--- src/rtl/hazard_pkg.sv ---
// Shared types and constants for the pipeline hazard detection unit.
package hazard_pkg;

  typedef enum logic {
    RUN      = 1'b0,
    MEM_WAIT = 1'b1
  } state_t;

  localparam logic [4:0] REG_ZERO = 5'd0;
  localparam int         CNT_W    = 4;

  // The wait counter is CNT_W bits wide, so latencies above 15 cannot be tracked.
  function automatic bit mem_latency_ok(input int lat);
    return (lat >= 1) && (lat <= 15);
  endfunction

endpackage

--- src/rtl/stall_perf_counter.sv ---
// Saturating event counter: counts cycles with en=1 and holds at all-ones.
module stall_perf_counter #(
  parameter int STALL_CNT_W = 16
) (
  input  logic                   clk,
  input  logic                   rst_n,
  input  logic                   en,
  output logic [STALL_CNT_W-1:0] count
);

  localparam logic [STALL_CNT_W-1:0] SAT = {STALL_CNT_W{1'b1}};
  localparam logic [STALL_CNT_W-1:0] ONE = {{(STALL_CNT_W-1){1'b0}}, 1'b1};

  // Count enabled cycles until the counter saturates.
  always_ff @(posedge clk or negedge rst_n) begin
    if (!rst_n) begin
      count <= '0;
    end else if (en && (count != SAT)) begin
      count <= count + ONE;
    end else begin
      count <= count;
    end
  end

endmodule

--- src/rtl/hazard_detection_unit.sv ---
// Load-use, taken-branch and multi-cycle memory hazard control for PC, IF/ID,
// ID/EX and the downstream pipeline registers, plus a lost-fetch-cycle counter.
module hazard_detection_unit
  import hazard_pkg::*;
#(
  parameter int MEM_LATENCY = 1,
  parameter int STALL_CNT_W = 16
) (
  input  logic                   clk,
  input  logic                   rst_n,
  input  logic                   id_ex_MemRead,
  input  logic [4:0]             id_ex_write_reg,
  input  logic [4:0]             if_id_read_reg_1,
  input  logic [4:0]             if_id_read_reg_2,
  input  logic                   if_id_uses_rs,
  input  logic                   if_id_uses_rt,
  input  logic                   id_ex_branch_taken,
  input  logic                   ex_mem_MemRead,
  input  logic                   ex_mem_MemWrite,
  output logic                   pc_write,
  output logic                   if_id_write,
  output logic                   if_id_flush,
  output logic                   id_ex_bubble,
  output logic                   pipe_freeze,
  output logic [STALL_CNT_W-1:0] stall_cycles
);

  if (!mem_latency_ok(MEM_LATENCY)) begin : g_bad_latency
    $error("hazard_detection_unit: MEM_LATENCY must be within 1..15");
  end

  localparam logic [CNT_W-1:0] WAIT_LOAD   = CNT_W'(MEM_LATENCY - 1);
  localparam logic             MULTI_CYCLE = (MEM_LATENCY > 1) ? 1'b1 : 1'b0;

  state_t           state;
  state_t           state_next;
  logic [CNT_W-1:0] cnt;
  logic [CNT_W-1:0] cnt_next;
  logic             mem_acc;
  logic             freeze;
  logic             rs_match;
  logic             rt_match;
  logic             load_use;

  assign mem_acc  = ex_mem_MemRead | ex_mem_MemWrite;
  assign rs_match = if_id_uses_rs & (if_id_read_reg_1 == id_ex_write_reg);
  assign rt_match = if_id_uses_rt & (if_id_read_reg_2 == id_ex_write_reg);
  assign load_use = id_ex_MemRead & (id_ex_write_reg != REG_ZERO) & (rs_match | rt_match);

  // Memory-wait sequencing; the release cycle ignores mem_acc because the
  // finishing access is still visible in EX/MEM.
  always_comb begin
    state_next = state;
    cnt_next   = cnt;
    freeze     = 1'b0;
    case (state)
      RUN: begin
        if (mem_acc && MULTI_CYCLE) begin
          freeze     = 1'b1;
          cnt_next   = WAIT_LOAD;
          state_next = MEM_WAIT;
        end else begin
          state_next = RUN;
        end
      end
      MEM_WAIT: begin
        if (cnt > 4'd1) begin
          freeze   = 1'b1;
          cnt_next = cnt - 4'd1;
        end else begin
          state_next = RUN;
          cnt_next   = 4'd0;
        end
      end
      default: begin
        state_next = RUN;
        cnt_next   = 4'd0;
      end
    endcase
  end

  // Prioritised control actions: reset, freeze, branch, load-use, run.
  always_comb begin
    pc_write     = 1'b1;
    if_id_write  = 1'b1;
    if_id_flush  = 1'b0;
    id_ex_bubble = 1'b0;
    pipe_freeze  = 1'b0;
    if (!rst_n) begin
      pc_write    = 1'b0;
      if_id_write = 1'b0;
      pipe_freeze = 1'b1;
    end else if (freeze) begin
      pc_write    = 1'b0;
      if_id_write = 1'b0;
      pipe_freeze = 1'b1;
    end else if (id_ex_branch_taken) begin
      if_id_flush  = 1'b1;
      id_ex_bubble = 1'b1;
    end else if (load_use) begin
      pc_write     = 1'b0;
      if_id_write  = 1'b0;
      id_ex_bubble = 1'b1;
    end else begin
      pc_write = 1'b1;
    end
  end

  // Wait-FSM state and countdown registers.
  always_ff @(posedge clk or negedge rst_n) begin
    if (!rst_n) begin
      state <= RUN;
      cnt   <= 4'd0;
    end else begin
      state <= state_next;
      cnt   <= cnt_next;
    end
  end

  stall_perf_counter #(
    .STALL_CNT_W(STALL_CNT_W)
  ) u_stall_perf_counter (
    .clk  (clk),
    .rst_n(rst_n),
    .en   (~pc_write),
    .count(stall_cycles)
  );

endmodule

--- config.mk ---
export PLATFORM = sky130hd
export DESIGN_NAME = hazard_detection_unit
export DESIGN_NICKNAME = d
export VERILOG_FILES = /design/src/rtl/hazard_pkg.sv /design/src/rtl/stall_perf_counter.sv /design/src/rtl/hazard_detection_unit.sv
export SDC_FILE = /design/constraint.sdc
export NUM_CORES = 1
export LEC_CHECK = 0
export ABC_CLOCK_PERIOD_IN_PS = 2600
export CAP_MARGIN = 20
export CORE_MARGIN = 3
export CORE_UTILIZATION = 45
export CTS_CLUSTER_DIAMETER = 40
export DETAILED_ROUTE_END_ITERATION = 10
export PLACE_DENSITY_LB_ADDON = 0.25
export SYNTH_ARGS = -nofsm -noshare
export SYNTH_HDL_FRONTEND = slang
export SYNTH_HIERARCHICAL = 1
export SYNTH_SLANG_ARGS = --single-unit
export TNS_END_PERCENT = 5
--- constraint.sdc ---
create_clock -name clk -period 2.6 [get_ports clk]
set_clock_uncertainty 0.2 [all_clocks]
set_input_delay 0.52 -clock clk [delete_from_list [all_inputs] [get_ports clk]]
set_output_delay 0.52 -clock clk [all_outputs]
set_load 0.005 [all_outputs]
**After elaboration in Yosys (flattened, before gate mapping)**

Index checks and enable logic that the tools add are counted.

- Register bits after elaboration: 21

- Equal/unequal tests: 3
- Add/subtract/negate cells: 2
- Mux-type cells: 17
- Reductions and logical operators: 2
- Order comparisons: 1
- Bitwise gates (word level): 7

Operators with widths:

| cell | count |
|---|---|
| $add A16 B1 Y16 const B | 1 |
| $ne A16 B16 Y1 const B | 1 |
| $mux W1 | 15 |
| $eq A5 B5 Y1 | 2 |
| $reduce_bool A5 Y1 | 1 |
| $and A1 B1 Y1 | 4 |
| $gt A4 B1 Y1 const B | 1 |
| $mux W4 | 1 |
| $sub A4 B1 Y4 const B | 1 |
| $not A1 Y1 | 2 |
| $pmux W1 S2 | 1 |
| $logic_and A1 B1 Y1 | 1 |
| $or A1 B1 Y1 | 1 |

**Longest topological paths before layout**

Gate-level depths: netlist (run 1).

- Depth in word-level cells: 10
- Mapped depth: 9
- Depth with buffers taken out: 9

**By module**

The synthesis (run 1) kept the hierarchy.

Modules (own cells, without submodules):

| module | instances | cells each | area an instance (sq um) | seq. area each (sq um) |
|---|---|---|---|---|
| stall_perf_counter | 1 | 72 | 859.6 | 400.4 |
| hazard_detection_unit | 1 | 44 | 409.1 | 125.1 |

**Worst setup path before layout (run 1)**

No wires, ideal clock.

- Path type: input to register
- Start point: in id_ex_write_reg[3]
- End point: reg u_stall_perf_counter.count[14]
- Arrival: 2.406 ns
- Path slack: -0.132 ns
- Required time: 2.274 ns
- Stages on the path: 8
- Cells stage by stage: xor2_1 > nor4_2 > a32oi_1 > o311ai_1 > nand2_1 > nor4_4 > nand4_1 > xnor2_1

- Longest elaborated chain between the ends: 10

Ends and longest elaborated chain:

| element | RTL line | text |
|---|---|---|
| start, declared | hazard_detection_unit.sv:12 | `input logic [4:0] id_ex_write_reg,` |
| $eq A5 B5 Y1 (on tied branches) | hazard_detection_unit.sv:46, hazard_detection_unit.sv:47 |  |
| $and A1 B1 Y1 (on tied branches) | hazard_detection_unit.sv:46, hazard_detection_unit.sv:47 |  |
| $or A1 B1 Y1 | hazard_detection_unit.sv:48 | `assign load_use = id_ex_MemRead & (id_ex_write_reg != REG_ZERO) & (rs_match \| rt_match);` |
| $and A1 B1 Y1 (*) | hazard_detection_unit.sv:48 |  |
| $mux W1 (*) | hazard_detection_unit.sv:100 | `end else if (load_use) begin` |
| $mux W1 (*) | hazard_detection_unit.sv:97 | `end else if (id_ex_branch_taken) begin` |
| $mux W1 (*) | hazard_detection_unit.sv:93 | `end else if (freeze) begin` |
| $mux W1 (*) | hazard_detection_unit.sv:89 | `if (!rst_n) begin` |
| $not A1 Y1 (*) | hazard_detection_unit.sv:125 | `.en (~pc_write),` |
| $logic_and A1 B1 Y1 (*) | stall_perf_counter.sv:18 | `end else if (en && (count != SAT)) begin` |
| end signal, assigned | stall_perf_counter.sv:19 | `count <= count + ONE;` |
| end signal, assigned | stall_perf_counter.sv:21 | `count <= count;` |
| end, declared | stall_perf_counter.sv:8 | `output logic [STALL_CNT_W-1:0] count` |

Every way passes the cells marked *; elsewhere a longest branch is shown, timed or not.
A chain may end at the register's enable or synchronous reset.

**Final worst setup path (run 1)**

- Start point: in if_id_read_reg_1[1]
- End point: out id_ex_bubble

- Longest elaborated chain between the ends: 8

Ends and longest elaborated chain:

| element | RTL line | text |
|---|---|---|
| start, declared | hazard_detection_unit.sv:13 | `input logic [4:0] if_id_read_reg_1,` |
| $eq A5 B5 Y1 | hazard_detection_unit.sv:46 | `assign rs_match = if_id_uses_rs & (if_id_read_reg_1 == id_ex_write_reg);` |
| $and A1 B1 Y1 | hazard_detection_unit.sv:46 |  |
| $or A1 B1 Y1 | hazard_detection_unit.sv:48 |  |
| $and A1 B1 Y1 | hazard_detection_unit.sv:48 |  |
| $mux W1 | hazard_detection_unit.sv:100 |  |
| $mux W1 | hazard_detection_unit.sv:97 |  |
| $mux W1 | hazard_detection_unit.sv:93 |  |
| $mux W1 | hazard_detection_unit.sv:89 |  |
| end, declared | hazard_detection_unit.sv:23 | `output logic id_ex_bubble,` |

No other way between the ends.

==> metrics.cfg, run 1 <==
[placement]
gp_congestion = 0.810
numPlacedInstances = 199
portBuffers = 41
place_area_mm2 = 0.00181
detailedPlace.worstSlack_ns = -0.652
dpl.hpwl_um = 2360

[power_and_ir_drop]
report.power.total_uw = 941
power_density_mw_per_mm2 = 479
peakVddDrop_mv = 0.368
p_leak_nw = 0.891

[detailed_routing]
routed_wl_um = 3140
drtAntennaViolNets = 0
routed-wl-met3_um = 232
wl_met1_um = 1260
drcViolationCount = 0
wl_met2_um = 1620
wl_per_cell_um = 14.9
dr.pass1.iters = 4
dr.first_iter.drc_count = 23
vias = 1185
viasPerCell = 5.62
top_signal_layer_used = met4

[finish]
final_layout_size_suffix_gt1_frac = 0.343
postLayoutCellArea_mm2 = 0.00197
final-seq-area_um2 = 526
multi_input_gate_area_in_the_final_layout_um2 = 822
antenna-diode-count = 0
area_growth_syn_to_layout_pct = 54.9
layout_common_cells = dfrtp_1, clkdlybuf4s50_1, buf_4, xor2_1, nand4_1
finalNetCount = 208
number_of_inserted_filler_cells_in_the_final_layout = 181
finalNonFillerCells = 211

[setup_path]
ff2ff_path_depth = 11
critical_path_required_ns = 1.88
startpoint_type = input pin
critical_path.max_fanout = 2
critPathArrivalTime_ns = 1.88
setup.worst_path.end_class = output pin
crit_type = input pin to output pin

[sta]
grt_setup_unrepaired = true
fmax_mhz = 384
final-hold-violation-count = 0
timing.final.crit_share = 1.00
final-setup-viol-count = 1
hold_slack_ns = 0.329
period_needed_ns = 2.60
maxSlewViolCount = 0
slew_headroom = 0.750
measured_slew_at_the_worst_slew_check_pin_ns = 0.374
post-route-worst-setup-slack_ns = -0.00315

[floorplanning]
top_level_ports = 44
die_outline_width_um = 59.1
coreArea_mm2 = 0.00257
die_outline_height_um = 59.1
starting_density_of_the_core = 0.494
fp-row-count = 18
design.die.area_mm2 = 0.00349

[yosys]
syn-num-nets = 142
synth.yosys.seq_area_share = 0.414
synth-warning-count = 6
mappedNetlistArea_mm2 = 0.00127
ys_seq_elements = 21
synth_cells = 116
synth.distinct_cells = 42
synth_enable_flop_cells = 0
synth_top_flop_cell = dfrtp_1
synthArstFlopShare = 1.00
synth.avg_cell_area_um2 = 10.9

[global_routing]
grt_pass1_wl_um = 5210
gr_util_all_layers = 0.193
maximum_number_of_pins_on_one_net_before_global_route_repair = 22
grt_remaining_overflow = 0
first_global_vias = 1198
antenna_violations_before_repair = 0

[clock_tree]
cts.reportedPaths.clkPinSlew_ns = 0.12
cts_tree = done
clock_latency_ns = 0.31
htree_num_levels = 1
numCtsBuffers = 3
hold_buffers = 0
clock_sink_count = 21
clock_tree.buffer_depth = 2
root_buffer = clkbuf_4

[run_status]
outcome = finished with violations
failed_checks = negative setup slack

[hold_path]
hp-class = flip-flop to flip-flop
hold_path_depth = 1

[job]
max_cap_violations = 0

final cells by class:
class	instances	area share
multi-input cells	90	0.418
repair buffers	62	0.274
flip-flops and latches	21	0.267
well taps	30	0.0191
clock buffers	3	0.0115
inverters	4	0.00764
clock inverters	1	0.00255
cell families after synthesis:
| kind of cell | synth area share |
|---|---|
| XOR/XNOR | 0.117 |
| buffers and inverters | 0.0178 |
| AND/OR/NAND/NOR | 0.255 |
| adder cells (fa/ha/maj) | 0.0296 |
| multiplexers | 0.0168 |
| flip-flops | 0.414 |
| AO/OA/AOI/OAI | 0.149 |
critical path, stage by stage:
cell	delay [ns]
buf_6	0.10
xor2_2	0.16
nor4_2	0.30
a32oi_2	0.16
buf_4	0.17
buf_6	0.11
o31ai_4	0.22
buf_2	0.14
synth_stat cells (all sizes together) (2+ instances only):
cell,instances,area share
o21a,5,0.030
nand3,7,0.037
nor3,2,0.012
xnor2,7,0.048
o21ai,3,0.012
a32oi,2,0.014
nand2,7,0.021
ha,3,0.030
a21oi,4,0.016
and3,2,0.0099
a31oi,4,0.020
dfrtp,21,0.41
nor2,4,0.014
xor2,10,0.069
and4,3,0.024
o31ai,3,0.033
nand4,10,0.066
nor4,4,0.048
inv,4,0.012
metrics by stage:
step / util / TNS, ns
after floorplan: - / 0
after global placement: 0.707 / -7.93
after detailed placement: 0.707 / -9.71
after CTS: 0.735 / -0.210
after global routing: 0.766 / -0.357
final: 0.766 / -0.00315
power breakdown:
| group | leakage, nW | total, mW | internal, mW | switching (mW) |
|---|---|---|---|---|
| registers | 0.282 | 0.458 | 0.375 | 0.0834 |
| clock network | 0.0177 | 0.163 | 0.0575 | 0.106 |
| logic | 0.591 | 0.320 | 0.194 | 0.126 |
| total | 0.891 | 0.941 | 0.626 | 0.315 |
final timing paths:
kind	endpoint	from	slack (ns)
min reg2reg	u_stall_perf_counter/count[15]	u_stall_perf_counter/count[15]	0.33
max	id_ex_bubble	if_id_read_reg_1[1]	-0.003
min	u_stall_perf_counter/count[15]	u_stall_perf_counter/count[15]	0.33
max in group asynchronous	u_stall_perf_counter/count[12]	rst_n	1.34
max reg2reg	u_stall_perf_counter/count[15]	cnt[0]	0.11
min in group asynchronous	cnt[0]	rst_n	0.65
routing by layer:
layer  global-route usage  vias up
met5                    0        -
met4               0.0841        0
met3               0.0305        2
met2                0.350       52
met1                0.221      554
li1                     -      577
registers in the layout (all words and copies together) (netlist names):
| register | cells |
|---|---|
| u_stall_perf_counter/count | 16 |
| state | 1 |
| cnt | 4 |
repair_timing:
item,4_1_cts,5_1_grt
pin swaps,7,17
hold endpoints to repair,0,0
gates resized for setup,36,37
setup buffers,3,5
endpoints found under the setup margin,21,17
Power figures use the tool's default switching activity.
==> run 2: changes to the inputs <==
- TNS_END_PERCENT: 5 -> 10
==> run 2 against run 1 <==
Against the previous run: the run now ends clean; first-iteration DRC count is 8.7% higher; combinational power fell by 2%; die area unchanged; highest routed layer unchanged; wire length grew 1.1%; fmax grew 2.2%; sequential share of layout area grew 0.61 points; design area shrank 2.2%; worst hold slack improved by 0.0024 ns.
==> metrics.cfg, run 2 (synthesized netlist as in run 1, its figures left out) <==
[run_status]
outcome = complete, no violations  ; was finished with violations

[placement]
place_area_mm2 = 0.00181  ; unchanged
dpl.hpwl_um = 2360  ; unchanged
gp_congestion = 0.810  ; unchanged
portBuffers = 41  ; unchanged

[clock_tree]
clock_tree.buffer_depth = 2  ; unchanged
cts_tree = done  ; unchanged
htree_num_levels = 1  ; unchanged
cts.reportedPaths.clkPinSlew_ns = 0.12  ; about the same
numCtsBuffers = 3  ; unchanged
clock_sink_count = 21  ; unchanged
root_buffer = clkbuf_4  ; unchanged
clock_latency_ns = 0.31  ; about the same
hold_buffers = 0  ; unchanged

[detailed_routing]
drtAntennaViolNets = 0  ; unchanged
routed_wl_um = 3180  ; was 3140 um
viasPerCell = 5.75  ; was 5.62
dr.pass1.iters = 4  ; unchanged
wl_per_cell_um = 15.2  ; was 14.9 um
dr.first_iter.drc_count = 25  ; was 23
drcViolationCount = 0  ; unchanged
vias = 1201  ; was 1,185

[sta]
timing.final.crit_share = 0.979  ; was 1.00
hold_slack_ns = 0.331  ; was 0.329 ns
fmax_mhz = 393  ; was 384 MHz
final-setup-viol-count = 0  ; was 1
slew_headroom = 0.751  ; was 0.750
measured_slew_at_the_worst_slew_check_pin_ns = 0.372  ; was 0.374 ns
final-hold-violation-count = 0  ; unchanged
grt_setup_unrepaired = true  ; unchanged
period_needed_ns = 2.55  ; was 2.60 ns
fin_tns_setup_ns = 0  ; was -0.00315 ns
maxSlewViolCount = 0  ; unchanged

[finish]
register_name_with_the_most_flops = u_stall_perf_counter/count  ; unchanged
final_layout_size_suffix_gt1_frac = 0.330  ; was 0.343
largest_register_ffs = 16  ; unchanged
antenna-diode-count = 0  ; unchanged
finalNetCount = 206  ; was 208
finish.utilization = 0.749  ; was 0.766
layout_common_cells = dfrtp_1, clkdlybuf4s50_1, buf_4, xor2_1, nand4_1  ; unchanged
largestRegisters = u_stall_perf_counter/count: 16 flops, cnt: 4 flops, state: 1 flops  ; unchanged
postLayoutCellArea_mm2 = 0.00192  ; was 0.00197 mm^2
area_growth_syn_to_layout_pct = 51.5  ; was 54.9%

[setup_path]
crit_type = input pin to output pin  ; unchanged
critical_path_required_ns = 1.88  ; about the same
cp_slowest_stage_delay_ns = 0.30  ; about the same
critPathArrivalTime_ns = 1.83  ; was 1.88 ns
worst_path_max_delay_cell = nor4_2  ; unchanged
critical_path.cell_chain = buf_6 > xor2_2 > nor4_2 > a32oi_2 > buf_4 > o311a_1 > buf_2  ; was buf_6 > xor2_2 > nor4_2 > a32oi_2 > buf_4 > buf_6 > o31ai_4 > buf_2
setup.worst_path.end_class = output pin  ; unchanged
critical_path.max_fanout = 2  ; unchanged
startpoint_type = input pin  ; unchanged

[job]
max_cap_violations = 0  ; unchanged

[floorplanning]
coreArea_mm2 = 0.00257  ; unchanged
design.die.area_mm2 = 0.00349  ; unchanged
die_outline_width_um = 59.1  ; unchanged
die_outline_height_um = 59.1  ; unchanged
fp-row-count = 18  ; unchanged
starting_density_of_the_core = 0.494  ; unchanged
top_level_ports = 44  ; unchanged

[power_and_ir_drop]
report.power.total_uw = 934  ; was 941 uW
p_leak_nw = 0.871  ; was 0.891 nW
peakVddDrop_mv = 0.367  ; was 0.368 mV
power_density_mw_per_mm2 = 486  ; was 479 mW/mm^2

[hold_path]
hp-class = flip-flop to flip-flop  ; unchanged

[global_routing]
first_global_vias = 1194  ; was 1,198
antenna_violations_before_repair = 0  ; unchanged
maximum_number_of_pins_on_one_net_before_global_route_repair = 22  ; unchanged
grt_remaining_overflow = 0  ; unchanged
gr_util_all_layers = 0.193  ; unchanged
grt_pass1_wl_um = 5210  ; unchanged

## run 2: area by class of cell
| cell class | instances | area, um^2 |
|---|---|---|
| clock buffer | 3 | 22.5 |
| clock inverter | 1 | 5.00 |
| fill | 190 | 646 |
| inverter | 4 | 15.0 |
| multi-input combinational | 90 | 802 |
| sequential | 21 | 526 |
| tap | 30 | 37.5 |
| timing repair buffer | 60 | 514 |
## run 2: worst paths after layout
| check | start | end | slack (ns) | cells after the start |
|---|---|---|---|---|
| worst max register to register | cnt[0] | u_stall_perf_counter/count[15] | 0.13 | 11 |
| worst max-delay path | if_id_read_reg_1[1] | if_id_write | 0.05 | 7 |
| max in group asynchronous | rst_n | u_stall_perf_counter/count[10] | 1.36 | 3 |
| worst min register to register | u_stall_perf_counter/count[15] | u_stall_perf_counter/count[15] | 0.33 | 1 |
| min in group asynchronous | rst_n | cnt[0] | 0.63 | 3 |
| worst min-delay path | u_stall_perf_counter/count[15] | u_stall_perf_counter/count[15] | 0.33 | 1 |
## run 2: metrics by stage
step,setup WS [ns],instances
2_1_floorplan,0.0390,116
3_3_place_gp,-0.559,199
3_5_place_dp,-0.652,199
4_1_cts,-0.0454,206
5_1_grt,-0.0719,209
6_report,0.0540,209
## run 2: where the power goes
part	internal (mW)	leakage, nW	switching, mW	total (mW)
registers	0.375	0.282	0.0818	0.457
clock network	0.0574	0.0177	0.105	0.162
logic	0.190	0.570	0.125	0.314
## run 2: critical path, delay by kind of cell
family,cells,cell delay [ns]
buffers and inverters,3,0.38
AND/OR/NAND/NOR,1,0.30
XOR/XNOR,1,0.16
AO/OA/AOI/OAI,2,0.45
## run 2: metal layers
layer  part of all wire  routed length [um]  vias to the layer above  GRT usage
met5                  0                   0                        -          0
met4              0.015                  48                        0     0.0841
met3              0.075                 238                        4     0.0305
met2               0.51                1620                       55      0.350
met1               0.40                1270                      564      0.221
li1                   -                   -                      578          -
## run 2: what timing repair did
action,4_1_cts,5_1_grt
gates resized for setup,40,28
setup endpoints to repair,21,18
hold endpoints to repair,0,0
pin swaps,6,16
buffers inserted,3,3
==> run 3: changes to the inputs <==
- ABC_CLOCK_PERIOD_IN_PS: 2600 -> not set
- CORE_MARGIN: 3 -> 5
==> run 3 against run 2 <==
Against the previous run: the run now ends with negative setup slack left; fmax is 3.0% lower; wire length up 3.7%; flip-flop and latch count unchanged; global-route usage fell by 2.2 points; sequential power hardly changed; design area increased by 3.0%; via count increased by 1.8%; die area increased by 14%; power is 2.5% higher; critical endpoint unchanged; highest routed layer unchanged.
==> metrics.cfg, run 3 (synthesized netlist as in run 1, its figures left out) <==
[setup_path]
reg2reg_to = u_stall_perf_counter/count[15]  ; unchanged
critical_path_required_ns = 1.88  ; about the same
critPathArrivalTime_ns = 1.90  ; was 1.83 ns
crit-reg2reg-launch = cnt[0]  ; unchanged
ff2ff_path_depth = 12  ; was 11
critical_path.max_fanout = 5  ; was 2
startpoint_type = flip-flop  ; was input pin
reg2reg_setup_slack_ns = 0.06  ; was 0.13 ns
setup.worst_path.end_class = output pin  ; unchanged
origin_of_the_worst_setup_path = cnt[1]  ; was if_id_read_reg_1[1]
critical_path.endpoint = if_id_write  ; unchanged
crit_type = flip-flop to output pin  ; was input pin to output pin

[sta]
slew_headroom = 0.730  ; was 0.751
fmax_mhz = 381  ; was 393 MHz
measured_slew_at_the_worst_slew_check_pin_ns = 0.404  ; was 0.372 ns
timing.final.crit_share = 1.01  ; was 0.979
maxSlewViolCount = 0  ; unchanged
fin_tns_setup_ns = -0.0530  ; was 0 ns
final-hold-violation-count = 0  ; unchanged
grt_setup_unrepaired = true  ; unchanged
final-setup-viol-count = 3  ; was 0
period_needed_ns = 2.62  ; was 2.55 ns
post-route-worst-setup-slack_ns = -0.0241  ; was 0.0540 ns

[floorplanning]
fp-row-count = 19  ; was 18
coreArea_mm2 = 0.00273  ; was 0.00257 mm^2
die_outline_height_um = 63.1  ; was 59.1 um
top_level_ports = 44  ; unchanged
design.die.area_mm2 = 0.00398  ; was 0.00349 mm^2
die_outline_width_um = 63.1  ; was 59.1 um
starting_density_of_the_core = 0.464  ; was 0.494

[finish]
finalNonFillerCells = 215  ; was 209
layout_commonest_cell = clkdlybuf4s50_1
register_name_with_the_most_flops = u_stall_perf_counter/count  ; unchanged
largest_register_ffs = 16  ; unchanged
finalNetCount = 211  ; was 206
number_of_inserted_filler_cells_in_the_final_layout = 203  ; was 190
largestRegisters = u_stall_perf_counter/count: 16 flops, cnt: 4 flops, state: 1 flops  ; unchanged
antenna-diode-count = 0  ; unchanged
layout_common_cells = clkdlybuf4s50_1, dfrtp_1, buf_4, xor2_1, nand4_1  ; was dfrtp_1, clkdlybuf4s50_1, buf_4, xor2_1, nand4_1
final_layout_size_suffix_gt1_frac = 0.353  ; was 0.330
area_growth_syn_to_layout_pct = 56.0  ; was 51.5%

[detailed_routing]
wl_per_cell_um = 15.3  ; was 15.2 um
dr.first_iter.drc_count = 59  ; was 25
viasPerCell = 5.69  ; was 5.75
drcViolationCount = 0  ; unchanged
routed_wl_um = 3300  ; was 3180 um
dr.pass1.iters = 4  ; unchanged
vias = 1223  ; was 1,201
drtAntennaViolNets = 0  ; unchanged

[job]
max_cap_violations = 0  ; unchanged

[clock_tree]
cts_tree = done  ; unchanged
clock_latency_ns = 0.30  ; was 0.31 ns
root_buffer = clkbuf_4  ; unchanged
numCtsBuffers = 3  ; unchanged
cts.reportedPaths.clkPinSlew_ns = 0.12  ; about the same
htree_num_levels = 1  ; unchanged
clock_tree.buffer_depth = 2  ; unchanged
clock_sink_count = 21  ; unchanged

[power_and_ir_drop]
report.power.total_uw = 957  ; was 934 uW
power_density_mw_per_mm2 = 483  ; was 486 mW/mm^2
peakVddDrop_mv = 0.401  ; was 0.367 mV
p_leak_nw = 0.907  ; was 0.871 nW

[run_status]
outcome = finished with violations  ; was complete, no violations
failed_checks = negative setup slack

[global_routing]
grt_pass1_wl_um = 5580  ; was 5210 um
antenna_violations_before_repair = 0  ; unchanged
busiest_layer = met2  ; unchanged
maximum_number_of_pins_on_one_net_before_global_route_repair = 22  ; unchanged
grt.met1_usage = 0.192  ; was 0.221
first_global_vias = 1269  ; was 1,194
grt.met3_usage = 0.0320  ; was 0.0305
grt_remaining_overflow = 0  ; unchanged
global_routing_usage_on_met2 = 0.318  ; was 0.350
gr_util_all_layers = 0.171  ; was 0.193

[placement]
gp_congestion = 0.788  ; was 0.810
dpl.hpwl_um = 2350  ; was 2360 um
portBuffers = 41  ; unchanged
numPlacedInstances = 202  ; was 199

[hold_path]
holdCritStartpoint = u_stall_perf_counter/count[15]  ; unchanged
hp-class = flip-flop to flip-flop  ; unchanged

## run 3: through the flow
stage | cell area [um^2] | hold WS [ns] | setup WS [ns] | util
2_1_floorplan | 1280 | 0.0244 | 0.0390 | -
3_3_place_gp | 1830 | 0.294 | -0.589 | 0.670
3_5_place_dp | 1830 | 0.310 | -0.644 | 0.670
4_1_cts | 1900 | 0.324 | -0.0877 | 0.695
5_1_grt | 1980 | 0.358 | -0.150 | 0.724
6_report | 1980 | 0.328 | -0.0241 | 0.724
## run 3: final cells by class
class,count,area (um^2),share of cell area
Multi-Input combinational cell,90,817,0.413
Timing Repair Buffer,65,557,0.281
Sequential cell,21,526,0.265
Tap cell,31,38.8,0.0196
Clock buffer,4,26.3,0.0133
Inverter,4,15.0,0.00759
## run 3: power by group
| part | switching [mW] | total [mW] | internal (mW) |
|---|---|---|---|
| registers | 0.0836 | 0.459 | 0.375 |
| clock network | 0.101 | 0.161 | 0.0599 |
| logic | 0.137 | 0.337 | 0.200 |
## run 3: how the worst min path moves through the flow
stage / depth (start not counted) / endpoint
after floorplan: 0 / cnt[0]
after global placement: 1 / u_stall_perf_counter/count[15]
after detailed placement: 1 / u_stall_perf_counter/count[15]
after CTS: 1 / u_stall_perf_counter/count[15]
after global routing: 1 / cnt[3]
final: 1 / u_stall_perf_counter/count[15]
## run 3: metal layers
layer | part of all wire | up-vias | routed length, um
li1 | - | 578 | -
met1 | 0.42 | 595 | 1370
met2 | 0.51 | 46 | 1690
met3 | 0.057 | 4 | 188
met4 | 0.013 | 0 | 42
met5 | 0 | - | 0
## run 3: what timing repair did
item,4_1_cts,5_1_grt
hold buffers,0,0
buffers inserted,5,4
cloned,0,0
setup endpoints to repair,19,20
resized for setup,40,38
pin swaps,8,22
## run 3: critical path: stages, from the launching register on
cell	delay [ns]
dfrtp_1	0.41
inv_2	0.09
ha_1	0.15
nor2_1	0.04
o31ai_2	0.23
buf_4	0.18
buf_6	0.11
o311a_1	0.18
buf_4	0.11
buf_2	0.10
